## config.mk

```make
export PLATFORM = sky130hd
export DESIGN_NAME = uart_tx_arbiter
export DESIGN_NICKNAME = d
export VERILOG_FILES = /design/src/rtl/uart_pkg.sv /design/src/rtl/rr_priority_select.sv /design/src/rtl/uart_tx_arbiter.sv
export SDC_FILE = /design/constraint.sdc
export NUM_CORES = 1
export LEC_CHECK = 0
export CAP_MARGIN = 20
export CORE_MARGIN = 2
export CORE_UTILIZATION = 40
export CTS_BUF_LIST = sky130_fd_sc_hd__clkbuf_8
export DETAILED_ROUTE_END_ITERATION = 16
export GPL_ROUTABILITY_DRIVEN = 0
export PLACE_DENSITY = 0.69
export SYNTH_ARGS = -nofsm -noshare
export SYNTH_HDL_FRONTEND = slang
export SYNTH_SLANG_ARGS = --single-unit
```

## constraint.sdc

```tcl
create_clock -name clk -period 8.3 [get_ports clk]
set_input_delay 0.83 -clock clk [delete_from_list [all_inputs] [get_ports clk]]
set_output_delay 0.83 -clock clk [all_outputs]
set_load 0.05 [all_outputs]
```

## src/rtl/uart_pkg.sv

```systemverilog
// Shared definitions for the UART transmit arbiter slice.
//   UART_DATA_W : byte width on the TxUart data path
//   GRANT_ID_W  : width of requester indices and the grantId port
//   arb_state_e : arbiter FSM state encoding
//   rr_distance : circular distance from the round-robin pointer to an index
//   rr_next     : (cur + 1) mod n
package uart_pkg;

  localparam int unsigned UART_DATA_W = 8;
  localparam int unsigned GRANT_ID_W  = 3;

  typedef enum logic {
    IDLE  = 1'b0,
    GRANT = 1'b1
  } arb_state_e;

  function automatic int unsigned rr_distance(input int unsigned idx,
                                              input int unsigned ptr,
                                              input int unsigned n);
    return (idx >= ptr) ? (idx - ptr) : (idx + n - ptr);
  endfunction

  function automatic logic [GRANT_ID_W-1:0] rr_next(input logic [GRANT_ID_W-1:0] cur,
                                                    input int unsigned n);
    if (32'(cur) + 32'd1 >= n) return '0;
    return cur + GRANT_ID_W'(1);
  endfunction

endpackage

```

## src/rtl/rr_priority_select.sv

```systemverilog
// Circular first-valid search.
//   req_i   : request vector, N bits
//   ptr_i   : search start index (must be < N)
//   idx_o   : first index at or after ptr_i (wrapping) with req_i set
//   found_o : high when any request bit is set
module rr_priority_select
  import uart_pkg::*;
#(
  parameter int unsigned N = 4
) (
  input  logic [N-1:0]            req_i,
  input  logic [GRANT_ID_W-1:0]   ptr_i,
  output logic [GRANT_ID_W-1:0]   idx_o,
  output logic                    found_o
);

  int unsigned bestDist;

  // The nearest set bit going forward from the pointer wins.
  always_comb begin
    idx_o    = '0;
    found_o  = 1'b0;
    bestDist = N;
    for (int unsigned i = 0; i < N; i++) begin
      if (req_i[i] && (rr_distance(i, 32'(ptr_i), N) < bestDist)) begin
        bestDist = rr_distance(i, 32'(ptr_i), N);
        idx_o    = GRANT_ID_W'(i);
        found_o  = 1'b1;
      end
    end
  end

endmodule

```

## src/rtl/uart_tx_arbiter.sv

```systemverilog
// Round-robin packet arbiter sharing one TxUart among NUM_REQ requesters.
// A grant lasts until the owner's last byte or until the owner has been
// starved for TIMEOUT cycles; every grant ends with at least one IDLE cycle.
//   clk, rst          : clock, synchronous active-high reset
//   reqValid/reqData/reqLast/reqReady : per-requester byte handshake
//   txFull            : TxUart FIFO full (back-pressure)
//   dataIn, write     : byte and strobe to the TxUart
//   grantId, busy     : current owner and grant-active flag
//   timeoutErr        : one-cycle pulse when a grant is revoked by timeout
module uart_tx_arbiter
  import uart_pkg::*;
#(
  parameter int unsigned NUM_REQ = 4,
  parameter int unsigned TIMEOUT = 255
) (
  input  logic                           clk,
  input  logic                           rst,
  input  logic [NUM_REQ-1:0]             reqValid,
  input  logic [UART_DATA_W*NUM_REQ-1:0] reqData,
  input  logic [NUM_REQ-1:0]             reqLast,
  output logic [NUM_REQ-1:0]             reqReady,
  input  logic                           txFull,
  output logic [UART_DATA_W-1:0]         dataIn,
  output logic                           write,
  output logic [GRANT_ID_W-1:0]          grantId,
  output logic                           busy,
  output logic                           timeoutErr
);

  arb_state_e              state_q;
  logic [GRANT_ID_W-1:0]   owner_q;
  logic [GRANT_ID_W-1:0]   rrPtr_q;
  logic [15:0]             idleCnt_q;
  logic [15:0]             idleCnt_d;
  logic                    timeoutErr_q;

  logic                    ownValid;
  logic                    ownLast;
  logic [UART_DATA_W-1:0]  ownData;
  logic [GRANT_ID_W-1:0]   selIdx;
  logic                    selFound;
  logic                    inGrant;
  logic                    xfer;
  logic                    starved;
  logic                    timeoutHit;
  logic [GRANT_ID_W-1:0]   nextPtr;

  rr_priority_select #(
    .N (NUM_REQ)
  ) u_sel (
    .req_i   (reqValid),
    .ptr_i   (rrPtr_q),
    .idx_o   (selIdx),
    .found_o (selFound)
  );

  // Owner's handshake signals, selected by comparison so no index wider
  // than the vector is ever used.
  always_comb begin
    ownValid = 1'b0;
    ownLast  = 1'b0;
    ownData  = '0;
    for (int unsigned i = 0; i < NUM_REQ; i++) begin
      if (owner_q == GRANT_ID_W'(i)) begin
        ownValid = reqValid[i];
        ownLast  = reqLast[i];
        ownData  = reqData[UART_DATA_W*i +: UART_DATA_W];
      end
    end
  end

  // Gating with rst keeps a reset cycle from accepting a byte of the
  // packet being abandoned.
  assign inGrant = (state_q == GRANT) && !rst;

  always_comb begin
    reqReady = '0;
    for (int unsigned i = 0; i < NUM_REQ; i++) begin
      reqReady[i] = inGrant && (owner_q == GRANT_ID_W'(i)) && !txFull;
    end
  end

  assign xfer       = inGrant && !txFull && ownValid;
  assign write      = xfer;
  assign dataIn     = xfer ? ownData : '0;
  assign busy       = (state_q == GRANT);
  assign grantId    = busy ? owner_q : '0;
  assign timeoutErr = timeoutErr_q;
  assign nextPtr    = rr_next(owner_q, NUM_REQ);

  // Only cycles where the owner has nothing to offer count as idle;
  // back-pressure from the TxUart freezes the count.
  assign starved = !txFull && !ownValid;

  always_comb begin
    idleCnt_d = idleCnt_q;
    if (xfer) begin
      idleCnt_d = '0;
    end else if (starved && (idleCnt_q != '1)) begin
      idleCnt_d = idleCnt_q + 16'd1;
    end
  end

  assign timeoutHit = starved && (32'(idleCnt_d) >= TIMEOUT);

  always_ff @(posedge clk) begin
    if (rst) begin
      state_q      <= IDLE;
      owner_q      <= '0;
      rrPtr_q      <= '0;
      idleCnt_q    <= '0;
      timeoutErr_q <= 1'b0;
    end else begin
      timeoutErr_q <= 1'b0;
      case (state_q)
        IDLE: begin
          if (selFound) begin
            owner_q   <= selIdx;
            idleCnt_q <= '0;
            state_q   <= GRANT;
          end
        end
        GRANT: begin
          idleCnt_q <= idleCnt_d;
          if (xfer && ownLast) begin
            state_q <= IDLE;
            rrPtr_q <= nextPtr;
          end else if (timeoutHit) begin
            state_q      <= IDLE;
            rrPtr_q      <= nextPtr;
            idleCnt_q    <= '0;
            timeoutErr_q <= 1'b1;
          end
        end
        default: state_q <= IDLE;
      endcase
    end
  end

endmodule
```

==> impl_metrics.toml <==
[outcome]
status = "complete, no violations"

[critical_path]
cp_common_cell = "ha_1"
worstPathRequired_ns = 8.44
r2r_start = "rrPtr_q[1]"
cp_max_fo = 11
startpoint_type = "input pin"
critical_path_buf_inv_count = 2
reg2reg_depth = 23
slowest_delay_ns = 0.50
crit_chain = "clkdlybuf4s50_1 > o21a_1 > nand2_1 > ha_1 > a21oi_1 > o21ai_1 > nand2b_1 > ha_1 > a211o_1 > o21ai_0 > and3b_1 > mux2_2 > ha_1 > a21o_1 > a211o_1 > o21ai_0 > a2111oi_2 > buf_4 > nand2b_1 > a32oi_1 > nor2_1"
setup.worst_path.start = "reqValid[0]"
cp-end-kind = "flop"
crit_cells = 21
critPathSlowestCell = "clkdlybuf4s50_1"
reg2reg_setup_slack_ns = 2.94
crit_family = "compound AO/OA/AOI/OAI gates"
critical_path_class = "in -> reg"
worstPathArrival_ns = 5.65
critPathCapture = "idleCnt_q[0]"
reg2reg_to = "idleCnt_q[0]"

[die]
core-area_um2 = 5510
die_x_um = 79.6
start_util_pct = 41.5
pin_count = 61
die_y_um = 79.6
dieArea_um2 = 6340
rows = 27

[grt]
grt_pass1_vias = 2262
antenna_found_initial = 0
grt_max_degree = 24
grt_use_total_pct = 20.0
grt_pass1_wl_mm = 10.4
grt_overflow = 0

[sta]
setup_slack_ns = 2.78
maxSlewHeadroom_pct = 43.0
min_period_ns = 5.52
fin_skew_ns = 0.00303
max_freq_ghz = 0.181
whs_ns = 0.518
fin_crit_sh_pct = 66.5
hold_viol = 0
tns_ns = 0
setup_viol = 0
rsz0062_at_grt = "false"
slew_viol_final = 0
tightestPinTransition_ns = 0.852

[yosys]
postSynthCellCount = 312
ys_warn_count = 0
netlist.top_cell.by_area = "dfxtp_1"
avgSynthCellArea_um2 = 7.33
synth_commonest_cells = "nor2_1 (55), a21oi_1 (30), dfxtp_1 (23), ha_1 (19), nand2_1 (17)"
yosysSeqAreaShare_pct = 20.1
ys_seq_elements = 23
synth_top_area_share_pct = 20.1
netlist_top_cells_area = "dfxtp_1 (20%), ha_1 (10%), nor2_1 (9.0%), a21oi_1 (6.6%), a22oi_1 (3.3%)"
ys.flop_type = "dfxtp_1"
ys_async_sr_fraction_pct = 0
yosysMostFrequentCell = "nor2_1"
yosys.cell_types.count = 58
synth-edff-count = 0
syn-cell-area_um2 = 2290

[clock_network]
cts_setup_buffers = 0
cts_buffers = 3
clock-sinks = 23
cts_resized = 0
insertion_delay_ns = 0.27
clockBufferDepth = 2
cts_root_buf = "clkbuf_8"
hold_buffers = 0
cts_tree = "yes"
cts.htree.levels = 1
path_clk_slew_ns = 0.09

[detailed_routing]
vias = 2410
dr.pass1.iters = 4
ant_nets = 0
viasPerCell = 5.53
post-route-drc-count = 0
drt_wl_total_mm = 6.09
wl_per_cell_um = 14.0
drtIter0Drc = 185

[finish]
layout-drive-gt1-share_pct = 6.04
syn_to_final_growth_pct = 29.9
fin_nets = 427
n_antenna_cell = 0

[pwr]
power_density_nw_per_um2 = 101
peakVddDrop_v = 0.0000557
power.leakage_nw = 1.14

[place]
dp_hpwl_mm = 4.74
io_buffers = 59
dp_slack_ns = 2.53

[min_path]
hold_class = "reg -> reg"

[flow_run]
max_cap_violations = 0
==> per-stage QoR <==
stage	power (mW)	std cells	util [%]	instance area, µm²
5_1_grt	0.318	436	53.9	2970
3_3_place_gp	0.227	432	53.1	2920
3_5_place_dp	0.228	432	53.1	2920
2_1_floorplan	0.189	316	-	2300
6_report	0.300	436	53.9	2970
4_1_cts	0.301	436	53.9	2970
==> layout make-up <==
| type | instances | area, µm² |
|---|---|---|
| flip-flops and latches | 23 | 460 |
| fillers | 553 | 2540 |
| multi-input cells | 261 | 1710 |
| clock buffers | 3 | 41.3 |
| well taps | 72 | 90.1 |
| inverters | 16 | 60.1 |
| repair buffers | 60 | 598 |
| clock inverters | 1 | 7.51 |
==> report_power, final <==
part	internal, mW	total [mW]	switching (mW)	leakage (nW)
logic	0.0496	0.111	0.0613	0.935
clock network	0.0341	0.0738	0.0397	0.0217
registers	0.112	0.115	0.00332	0.186
==> registers in the layout, indices dropped and copies added, names as in the netlist <==
| signal | flops |
|---|---|
| idleCnt_q | 16 |
| owner_q | 2 |
| rrPtr_q | 3 |
| busy | 1 |
| timeoutErr | 1 |
==> logic make-up (layout without fill, tap and decap cells) <==
| family | count (synthesis) | count (layout) | share of synthesized area, % |
|---|---|---|---|
| other | 2 | 6 | 0.329 |
| and+or+nand+nor | 142 | 142 | 33.0 |
| buffers and inverters | 32 | 80 | 5.86 |
| adders and majority gates | 19 | 19 | 10.4 |
| AOI/OAI and AO/OA | 86 | 86 | 26.8 |
| DFF | 23 | 23 | 20.1 |
| xor gates and xnor gates | 3 | 3 | 1.15 |
| muxes | 5 | 5 | 2.30 |
==> layer usage <==
metal	global-route usage (%)	up-vias	wire length (µm)
met5	0	-	0
met4	4.83	0	59
met3	3.62	5	455
met2	33.0	84	2770
met1	26.8	1073	2810
li1	-	1248	-
==> placed cells by master (no fill, tap or decap), types with 5 or more instances in the layout <==
master	n
clkdlybuf4s50_1	59
nor2_1	55
a21oi_1	30
dfxtp_1	23
ha_1	19
nand2_1	17
inv_1	16
a22oi_1	10
nor3_1	9
nor4_1	9
and2_1	7
nand3_1	7
a31oi_1	6
conb_1	6
and3_1	5
nand2b_1	5
o21ai_0	5
nand4_1	5
a211oi_1	5
==> worst reg2reg max path, delay by kind of cell, from the launching register on <==
kind	cells	cell delay, ns
buf+inv	2	0.35
mux	1	0.37
simple gates	6	0.93
compound gates	10	1.99
fa+ha+maj	4	1.12
flops	1	0.46
==> worst min-delay path by stage <==
| stage | start | cells after the start | slack, ns | end |
|---|---|---|---|---|
| 2_1_floorplan | idleCnt_q[14] | 1 | 0.47 | idleCnt_q[14] |
| 3_3_place_gp | idleCnt_q[14] | 1 | 0.49 | idleCnt_q[14] |
| 3_5_place_dp | idleCnt_q[14] | 1 | 0.51 | idleCnt_q[14] |
| 4_1_cts | idleCnt_q[14] | 1 | 0.53 | idleCnt_q[14] |
| 5_1_grt | idleCnt_q[14] | 1 | 0.55 | idleCnt_q[14] |
| 6_report | idleCnt_q[14] | 1 | 0.52 | idleCnt_q[14] |
No activity file was read; power rests on OpenSTA's default activity.
